[src/rtl/svm_pkg.sv]
// Shared constants and FSM encoding for the SVM engine scheduler.
// Latency: none (definitions only).
// Backpressure: not applicable.
package svm_pkg;

  // Feature vector shape fixed by the svm_inference engine.
  localparam int NUM_FEAT = 7;
  localparam int FEAT_W   = 16;

  // Engine run time: one pass per support vector.
  localparam int CYC_PER_SV        = 22;
  localparam int NUM_SV            = 786;
  localparam int ENGINE_RUN_CYCLES = CYC_PER_SV * NUM_SV;

  // Watchdog headroom on top of a nominal run, rounding the default to 20000.
  localparam int TIMEOUT_MARGIN  = 2708;
  localparam int DEFAULT_TIMEOUT = ENGINE_RUN_CYCLES + TIMEOUT_MARGIN;

  typedef enum logic [2:0] {
    S_IDLE,
    S_START,
    S_WAIT,
    S_RESP,
    S_DRAIN
  } sched_state_t;

endpackage

[src/rtl/rr_arbiter.sv]
// Round-robin arbiter: first set request at or after ptr, wrapping modulo N.
// Latency: purely combinational.
// Backpressure: none; the caller decides when the grant is consumed.
module rr_arbiter #(
  parameter int N     = 4,
  parameter int IDX_W = (N > 1) ? $clog2(N) : 1
) (
  input  logic [N-1:0]     req,
  input  logic [IDX_W-1:0] ptr,
  output logic [N-1:0]     grant_onehot,
  output logic [IDX_W-1:0] grant_idx,
  output logic             any
);

  logic             found;
  logic [IDX_W-1:0] pos;

  assign any = |req;

  // Scan N positions starting at ptr; the first pending request wins.
  always_comb begin
    grant_onehot = '0;
    grant_idx    = '0;
    found        = 1'b0;
    pos          = '0;
    for (int k = 0; k < N; k++) begin
      pos = IDX_W'((int'(ptr) + k) % N);
      if (!found && req[pos]) begin
        found             = 1'b1;
        grant_onehot[pos] = 1'b1;
        grant_idx         = pos;
      end
    end
  end

endmodule

[src/rtl/svm_engine_scheduler.sv]
// Shares one SVM engine among NUM_REQ requesters: round-robin accept, hold features, run, respond.
// Latency: accept -> eng_start next cycle -> engine run -> resp_valid one cycle after eng_done.
// Backpressure: req_ready is offered only in IDLE; a watchdog bounds every run and the drain after a timeout.
module svm_engine_scheduler
  import svm_pkg::*;
#(
  parameter int NUM_REQ        = 4,
  parameter int NUM_FEAT       = svm_pkg::NUM_FEAT,
  parameter int FEAT_W         = svm_pkg::FEAT_W,
  parameter int TIMEOUT_CYCLES = DEFAULT_TIMEOUT,
  parameter int CNT_W          = 16
) (
  input  logic                               clk,
  input  logic                               reset_n,
  input  logic [NUM_REQ-1:0]                 req_valid,
  output logic [NUM_REQ-1:0]                 req_ready,
  input  logic [NUM_REQ*NUM_FEAT*FEAT_W-1:0] req_features,
  output logic [NUM_REQ-1:0]                 resp_valid,
  output logic                               resp_fall,
  output logic                               resp_timeout,
  output logic                               busy,
  output logic                               eng_start,
  output logic [NUM_FEAT*FEAT_W-1:0]         eng_features,
  input  logic                               eng_done,
  input  logic                               eng_fall
);

  localparam int IDX_W = $clog2(NUM_REQ);
  localparam int VEC_W = NUM_FEAT * FEAT_W;
  localparam logic [CNT_W-1:0] CNT_LAST = CNT_W'(TIMEOUT_CYCLES - 1);
  localparam logic [IDX_W-1:0] IDX_LAST = IDX_W'(NUM_REQ - 1);

  sched_state_t     state;
  logic [IDX_W-1:0] ptr;
  logic [IDX_W-1:0] grant_q;
  logic [VEC_W-1:0] hold_q;
  logic [CNT_W-1:0] cnt;
  logic             timeout_q;

  logic [NUM_REQ-1:0] arb_onehot;
  logic [IDX_W-1:0]   arb_idx;
  logic               arb_any;
  logic [VEC_W-1:0]   sel_vec;
  logic [NUM_REQ-1:0] grant_q_oh;

  rr_arbiter #(
    .N     (NUM_REQ),
    .IDX_W (IDX_W)
  ) u_arb (
    .req          (req_valid),
    .ptr          (ptr),
    .grant_onehot (arb_onehot),
    .grant_idx    (arb_idx),
    .any          (arb_any)
  );

  // Accept strobe is only offered while idle; forced low while reset is asserted.
  assign req_ready = (reset_n && state == S_IDLE) ? arb_onehot : '0;

  // Engine sees only the hold register, never the live requester inputs.
  assign eng_features = hold_q;

  assign grant_q_oh = NUM_REQ'(1) << grant_q;

  // Mux the winning requester's feature vector for latching on accept.
  always_comb begin
    sel_vec = '0;
    for (int i = 0; i < NUM_REQ; i++) begin
      if (arb_onehot[i]) sel_vec = req_features[i*VEC_W +: VEC_W];
    end
  end

  // Scheduler FSM with registered strobes, watchdog and round-robin pointer.
  always_ff @(posedge clk or negedge reset_n) begin
    if (!reset_n) begin
      state        <= S_IDLE;
      ptr          <= '0;
      grant_q      <= '0;
      hold_q       <= '0;
      cnt          <= '0;
      timeout_q    <= 1'b0;
      eng_start    <= 1'b0;
      resp_valid   <= '0;
      resp_fall    <= 1'b0;
      resp_timeout <= 1'b0;
      busy         <= 1'b0;
    end else begin
      eng_start    <= 1'b0;
      resp_valid   <= '0;
      resp_fall    <= 1'b0;
      resp_timeout <= 1'b0;
      case (state)
        S_IDLE: begin
          if (arb_any) begin
            hold_q    <= sel_vec;
            grant_q   <= arb_idx;
            eng_start <= 1'b1;
            busy      <= 1'b1;
            state     <= S_START;
          end
        end
        S_START: begin
          cnt   <= '0;
          state <= S_WAIT;
        end
        S_WAIT: begin
          cnt <= cnt + CNT_W'(1);
          if (eng_done) begin
            resp_valid <= grant_q_oh;
            resp_fall  <= eng_fall;
            timeout_q  <= 1'b0;
            state      <= S_RESP;
          end else if (cnt == CNT_LAST) begin
            resp_valid   <= grant_q_oh;
            resp_timeout <= 1'b1;
            timeout_q    <= 1'b1;
            state        <= S_RESP;
          end
        end
        S_RESP: begin
          ptr <= (grant_q == IDX_LAST) ? '0 : grant_q + IDX_W'(1);
          cnt <= '0;
          if (timeout_q) begin
            state <= S_DRAIN;
          end else begin
            busy  <= 1'b0;
            state <= S_IDLE;
          end
        end
        S_DRAIN: begin
          // A late done from the stalled run is swallowed here.
          cnt <= cnt + CNT_W'(1);
          if (eng_done || cnt == CNT_LAST) begin
            busy  <= 1'b0;
            state <= S_IDLE;
          end
        end
        default: begin
          busy  <= 1'b0;
          state <= S_IDLE;
        end
      endcase
    end
  end

endmodule
[config.mk]
export PLATFORM = sky130hd
export DESIGN_NAME = svm_engine_scheduler
export DESIGN_NICKNAME = d
export VERILOG_FILES = /design/src/rtl/svm_pkg.sv /design/src/rtl/rr_arbiter.sv /design/src/rtl/svm_engine_scheduler.sv
export SDC_FILE = /design/constraint.sdc
export NUM_CORES = 1
export LEC_CHECK = 0
export ABC_AREA = 1
export BUFFER_PORTS_ARGS = -buffer_cell sky130_fd_sc_hd__buf_2
export CAP_MARGIN = 15
export CELL_PAD_IN_SITES_DETAIL_PLACEMENT = 0
export CELL_PAD_IN_SITES_GLOBAL_PLACEMENT = 2
export CORE_MARGIN = 4
export CORE_UTILIZATION = 22
export CTS_CLUSTER_SIZE = 20
export DETAILED_ROUTE_END_ITERATION = 7
export GPL_ROUTABILITY_DRIVEN = 0
export PLACE_DENSITY_LB_ADDON = 0.12
export SYNTH_ARGS = -nofsm -noshare
export SYNTH_HDL_FRONTEND = slang
export SYNTH_SLANG_ARGS = --single-unit
export TNS_END_PERCENT = 50
[constraint.sdc]
create_clock -name clk -period 3.25 [get_ports clk]
set_clock_uncertainty 0.2 [all_clocks]
set_input_delay 0.1625 -clock clk [delete_from_list [all_inputs] [get_ports clk]]
set_output_delay 0.1625 -clock clk [all_outputs]
set_load 0.01 [all_outputs]
---- After elaboration in Yosys (flattened, before gate mapping) ----
Index checks and enable logic that the tools add are counted.
Widths: inputs -> output; s select.
cells by class
  add/subtract/negate cells ............... 5
  magnitude comparators ................... 8
  eq/ne operators ......................... 10
  shift-type cells ........................ 1
  multiplexer cells ....................... 56
  bitwise logic cells ..................... 4
  reduce and logical (&&, ||, !) cells .... 23
operators by type and width
  operator               count
  $mux 112               4
  $mux 4                 8
  $pmux 16 s2            1
  $mux 1                 23
  $add 16x1->16 const B  1
  $eq 16x15->1 const B   1
  $mux 3                 5
  $pmux 3 s5             1
  $lt 2x3->1 const B     4
  $or 4x4->4             3
  $mux 2                 5
  $bmux 1 s2             4
  $demux 1 s2            4
  $ge 2x1->1 const B     4
  $logic_and 1x1->1      8
  $eq 3x2->1 const B     2
  $ne 2x2->1 const B     3
  $reduce_or 2->1        3
  $add 2x1->2 const B    2
  $add 2x2->2 const B    2
  $pmux 1 s4             1
  $reduce_and 2->1       2
  $reduce_and 4->1       1
  $reduce_bool 2->1      2
  11 further kinds       13
word-level totals
  register bits ........................... 144
  input port bits ......................... 456
  word-level logic and storage cells ...... 118

---- Depth between registers and ports, before layout ----
  word-level depth ........................ 16
  gate-level depth with buffers ........... 18
  mapped depth without buffers ............ 15

---- By module ----
Synthesis repeated with hierarchy kept, for this count alone.
unflattened totals
  cells, all modules ...................... 1189
  area total of the unflattened synthesis .. 9452.8 µm²
modules (own cells, without submodules)
  module                times used  cells each  area an instance (µm²)
  svm_engine_scheduler  1           1106        8918.6
  rr_arbiter            1           83          534.3

---- Worst setup path before layout ----
No wires, ideal clock.
  path kind ............................... register to register
  start point ............................. register ptr[1]
  end point ............................... register hold_q[100] (netlist: eng_features[100])
  library setup time ...................... 117 ps
  arrival ................................. 2218 ps
  path slack .............................. 715 ps
  stages on the path, launching flop included .. 17
  buffers on the path ..................... 2
  clock period less this slack ............ 2535 ps
  cell sequence ........................... dfrtp_1 -> inv_1 -> ha_1 -> inv_1 -> nand3_1 -> nand2_1 -> nor2_8 -> nand2_1 -> inv_2 -> a21oi_2 -> nand2_2 -> buf_6 -> buf_2 -> a21oi_1 -> nand2_1 -> nand2_1 -> nand2_1
between the ends
  cells in the longest elaborated chain, start to end .. 16
RTL lines
  what                                                 line                         source
  start: declaration                                   svm_engine_scheduler.sv:34   logic [IDX_W-1:0] ptr;
  start signal: assignment                             svm_engine_scheduler.sv:121  ptr <= (grant_q == IDX_LAST) ? '0 : grant_q + IDX_W'(1);
  branches (longest 11 deep; another with $lt 2x3->1)  --
  $mux 4 (*)                                           rr_arbiter.sv:28             if (!found && req[pos]) begin
  $mux 112 (3 in a row)                                svm_engine_scheduler.sv:69   if (arb_onehot[i]) sel_vec = req_features[i*VEC_W +: VEC_W];
  $mux 112 (*)                                         svm_engine_scheduler.sv:69
  end signal: assignment                               svm_engine_scheduler.sv:95   hold_q <= sel_vec;
  end: declaration                                     svm_engine_scheduler.sv:36   logic [VEC_W-1:0] hold_q;
Mark *: on every way between the ends. The select of a mux whose other input is x is not followed.
A chain may end at the register's enable or synchronous reset.

---- Worst setup path in the final report ----
  start point ............................. register ptr[1]
  end point ............................... register hold_q[41] (netlist: eng_features[41])
The elaborated chain is that of the path after synthesis.

==> reports/metrics.yaml <==
outcome:
  status: "completed"
logic_synthesis:
  synth_common_cells: "nand2_1 (840), a21oi_1 (339), inv_1 (262), dfrtp_1 (144), buf_2 (61)"
  syn_inst: 1828
  post-synth-top-count-cell: "nand2_1"
  avgSynthCellArea_um2: 5.93
  ys_top_cells_by_area: "dfrtp_1 (33%), nand2_1 (29%), a21oi_1 (16%)"
  yosys.area.top_type_share: 0.332
  ys_ff_latch: 144
  synth-edff-count: 0
  yosys.cell_types.count: 37
  synth_top_area_cell: "dfrtp_1"
  netlist_area_mm2: 0.0108
  yosys_warnings: 0
  async_flop_share: 1.00
  synth.net_count: 2296
  ys_seq_area_frac: 0.332
  synth_ff_type: "dfrtp_1"
worst_setup_path:
  crit_path_end_kind: "flip-flop"
  worstPathMaxFanout: 29
  r2r_end: "eng_features[41]$_DFFE_PN0P_"
  critPathLaunch: "ptr[1]$_DFFE_PN0P_"
  cp-start-kind: "flip-flop"
  cp_data_required_time_ns: 3.43
  cp.arrival_ns: 3.25
  reg2reg_depth: 16
  reg2reg_setup_slack_ns: 0.18
  crit_type: "flip-flop to flip-flop"
  r2r_start: "ptr[1]$_DFFE_PN0P_"
route:
  drt-initial-drc-count: 679
  first_pass_iters: 5
  drt_wl_total_mm: 63.1
  ant_nets: 0
  routed_via_density: 4.33
  num_vias: 15100
  wl_per_cell_um: 18.1
  route.detailed.drc: 0
min_path:
  min-delay-start: "req_features[122]"
  hp-class: "primary input to flip-flop"
  whs_path_depth: 7
  min_to: "eng_features[10]$_DFFE_PN0P_"
global_route:
  grt_pass1_wl_mm: 91.5
  track_usage: 0.221
  antenna_found_initial: 7
  grt_max_degree: 103
  grt_pass1_vias: 15600
  overflow: 0
floorplanning:
  die_h_um: 230
  initial_core_util: 0.222
  std_cell_rows: 81
  die-area_mm2: 0.0529
  core_area_mm2: 0.0488
  io_pins: 580
  fp.dieW_um: 230
power_and_ir_drop:
  p_leak_uw: 0.0115
  irDropWorstVdd_mv: 0.732
  power-per-cell-area_mw_per_mm2: 1060
layout:
  nFillCells: 5353
  drive_above_1_share: 0.240
  nets: 3278
  area_growth_pct: 84.1
cts:
  clock_latency_ns: 0.48
  clockRootBuffer: "clkbuf_16"
  cts_tree: "built"
  cts.clk_slew.worst_paths_ns: 0.07
  cts-buffers-inserted: 17
  htree_levels: 4
  clk_path_buf_depth: 2
  clock_sinks: 144
timing:
  fin_setup_tns_ns: 0
  setup-violations-final: 0
  slew_violations: 0
  whs_ns: 0.0268
  fmax_ghz: 0.326
  fin_crit_ns: 3.07
  hold_viol: 0
  period_share: 0.945
  tightest_slew_ns: 0.705
  max_slew_margin: 0.528
placement:
  detailed_place_hpwl_mm: 43.1
  io_buffers: 579
flow_run:
  drv_cap: 0
## per-layer routing
layer,GRT usage,routed length (µm),vias up
met2,0.381,30700,502
met4,0.0822,2000,6
met3,0.0553,3460,99
met1,0.265,26900,6954
met5,0,28,-
li1,-,-,7576
## power breakdown
group	switching (µW)	leakage (µW)	internal, µW
clock	884	0.000311	1380
sequential	393	0.00184	2580
combinational	10000	0.00932	5940
## what timing repair did
| item | in CTS | in global routing |
|---|---|---|
| gates cloned | 0 | 8 |
| buffers inserted | 0 | 8 |
| hold endpoints to repair | 266 | 0 |
| pin swaps | 0 | 4 |
| gates resized for setup | 1 | 11 |
| hold buffers | 448 | 0 |
| endpoints found under the setup margin | 1 | 16 |
## critical path, cell delays in order (launching register included)
cell	delay (ns)
dfrtp_2	0.42
inv_1	0.10
ha_4	0.29
inv_1	0.06
nand3_1	0.08
nand2_1	0.12
nor2_8	0.15
nand3_1	0.13
nand3_4	0.21
buf_12	0.13
buf_16	0.18
a21oi_1	0.09
nand2_1	0.07
nand2_1	0.04
dlygate4sd3_1	0.55
nand2_1	0.06
nand2_1	0.04
## kinds of logic (layout without fill, tap and decap cells)
| logic type | count (synthesis) | in the layout | share of synthesized area |
|---|---|---|---|
| multiplexers | 2 | 2 | 0.00185 |
| AO/OA/AOI/OAI | 372 | 372 | 0.176 |
| other | 0 | 5 | 0 |
| flip-flops | 144 | 144 | 0.332 |
| buffers and inverters | 378 | 1372 | 0.144 |
| AND/OR/NAND/NOR | 920 | 921 | 0.332 |
| adder cells (fa/ha/maj) | 12 | 12 | 0.0138 |
## per-stage QoR
stage | cell area (µm²) | setup WS, ns | instances | power [µW] | utilization
finish | 20000 | 0.180 | 3492 | 21200 | 0.409
CTS | 19600 | 0.0145 | 3471 | 20200 | 0.402
floorplan | 10800 | 0.715 | 1828 | 12600 | -
detailed placement | 14500 | 0.319 | 2991 | 17200 | 0.297
global route | 20000 | -0.000133 | 3490 | 23400 | 0.409
global placement | 14500 | 0.357 | 2991 | 17100 | 0.297
## placed cells by master, fill, tap and decap left out, types with 2 or more instances in the layout
cell / count
nand2_1: 839
buf_2: 578
dlygate4sd3_1: 448
a21oi_1: 339
inv_1: 262
dfrtp_1: 143
nor2_1: 32
nand3_1: 28
clkbuf_16: 24
buf_4: 21
o21ai_0: 14
buf_12: 13
ha_1: 11
diode_2: 5
bufinv_16: 5
buf_16: 5
o31ai_1: 4
nand4_1: 4
a22oi_1: 4
nand3_4: 4
clkinv_2: 4
nand2_2: 3
clkbuf_1: 3
a211oi_1: 2
nor3_1: 2
mux2i_1: 2
nor4_1: 2
nand2_4: 2
nand2_8: 2
inv_2: 2
a31oi_1: 2
## worst max path at each step
stage / slack [ns] / end / cells after the start
global placement: 0.36 / eng_features[72]$_DFFE_PN0P_ / 15
detailed placement: 0.32 / eng_features[72]$_DFFE_PN0P_ / 15
CTS: 0.01 / eng_features[110]$_DFFE_PN0P_ / 16
global route: -0.0001 / eng_features[65]$_DFFE_PN0P_ / 16
floorplan: 0.71 / eng_features[100]$_DFFE_PN0P_ / 16
finish: 0.18 / eng_features[41]$_DFFE_PN0P_ / 16
## final cells by class
| cell class | count | area (µm²) | share of cell area |
|---|---|---|---|
| diodes | 5 | 12.5 | 0.000626 |
| clock buffers | 21 | 450 | 0.0225 |
| clock inverters | 11 | 186 | 0.00933 |
| inverters | 267 | 1020 | 0.0512 |
| multi-input cells | 1307 | 5750 | 0.288 |
| flip-flops and latches | 144 | 3600 | 0.180 |
| well taps | 664 | 831 | 0.0416 |
| repair buffers | 1073 | 8120 | 0.406 |
## registers in the layout (all words and copies together) (netlist names)
signal	flops
busy	1
timeout_q	1
ptr	2
resp_valid	4
grant_q	2
resp_fall	1
eng_features	112
cnt	16
state	3
resp_timeout	1
eng_start	1
Note: power is estimated with default switching activity, not from simulation.
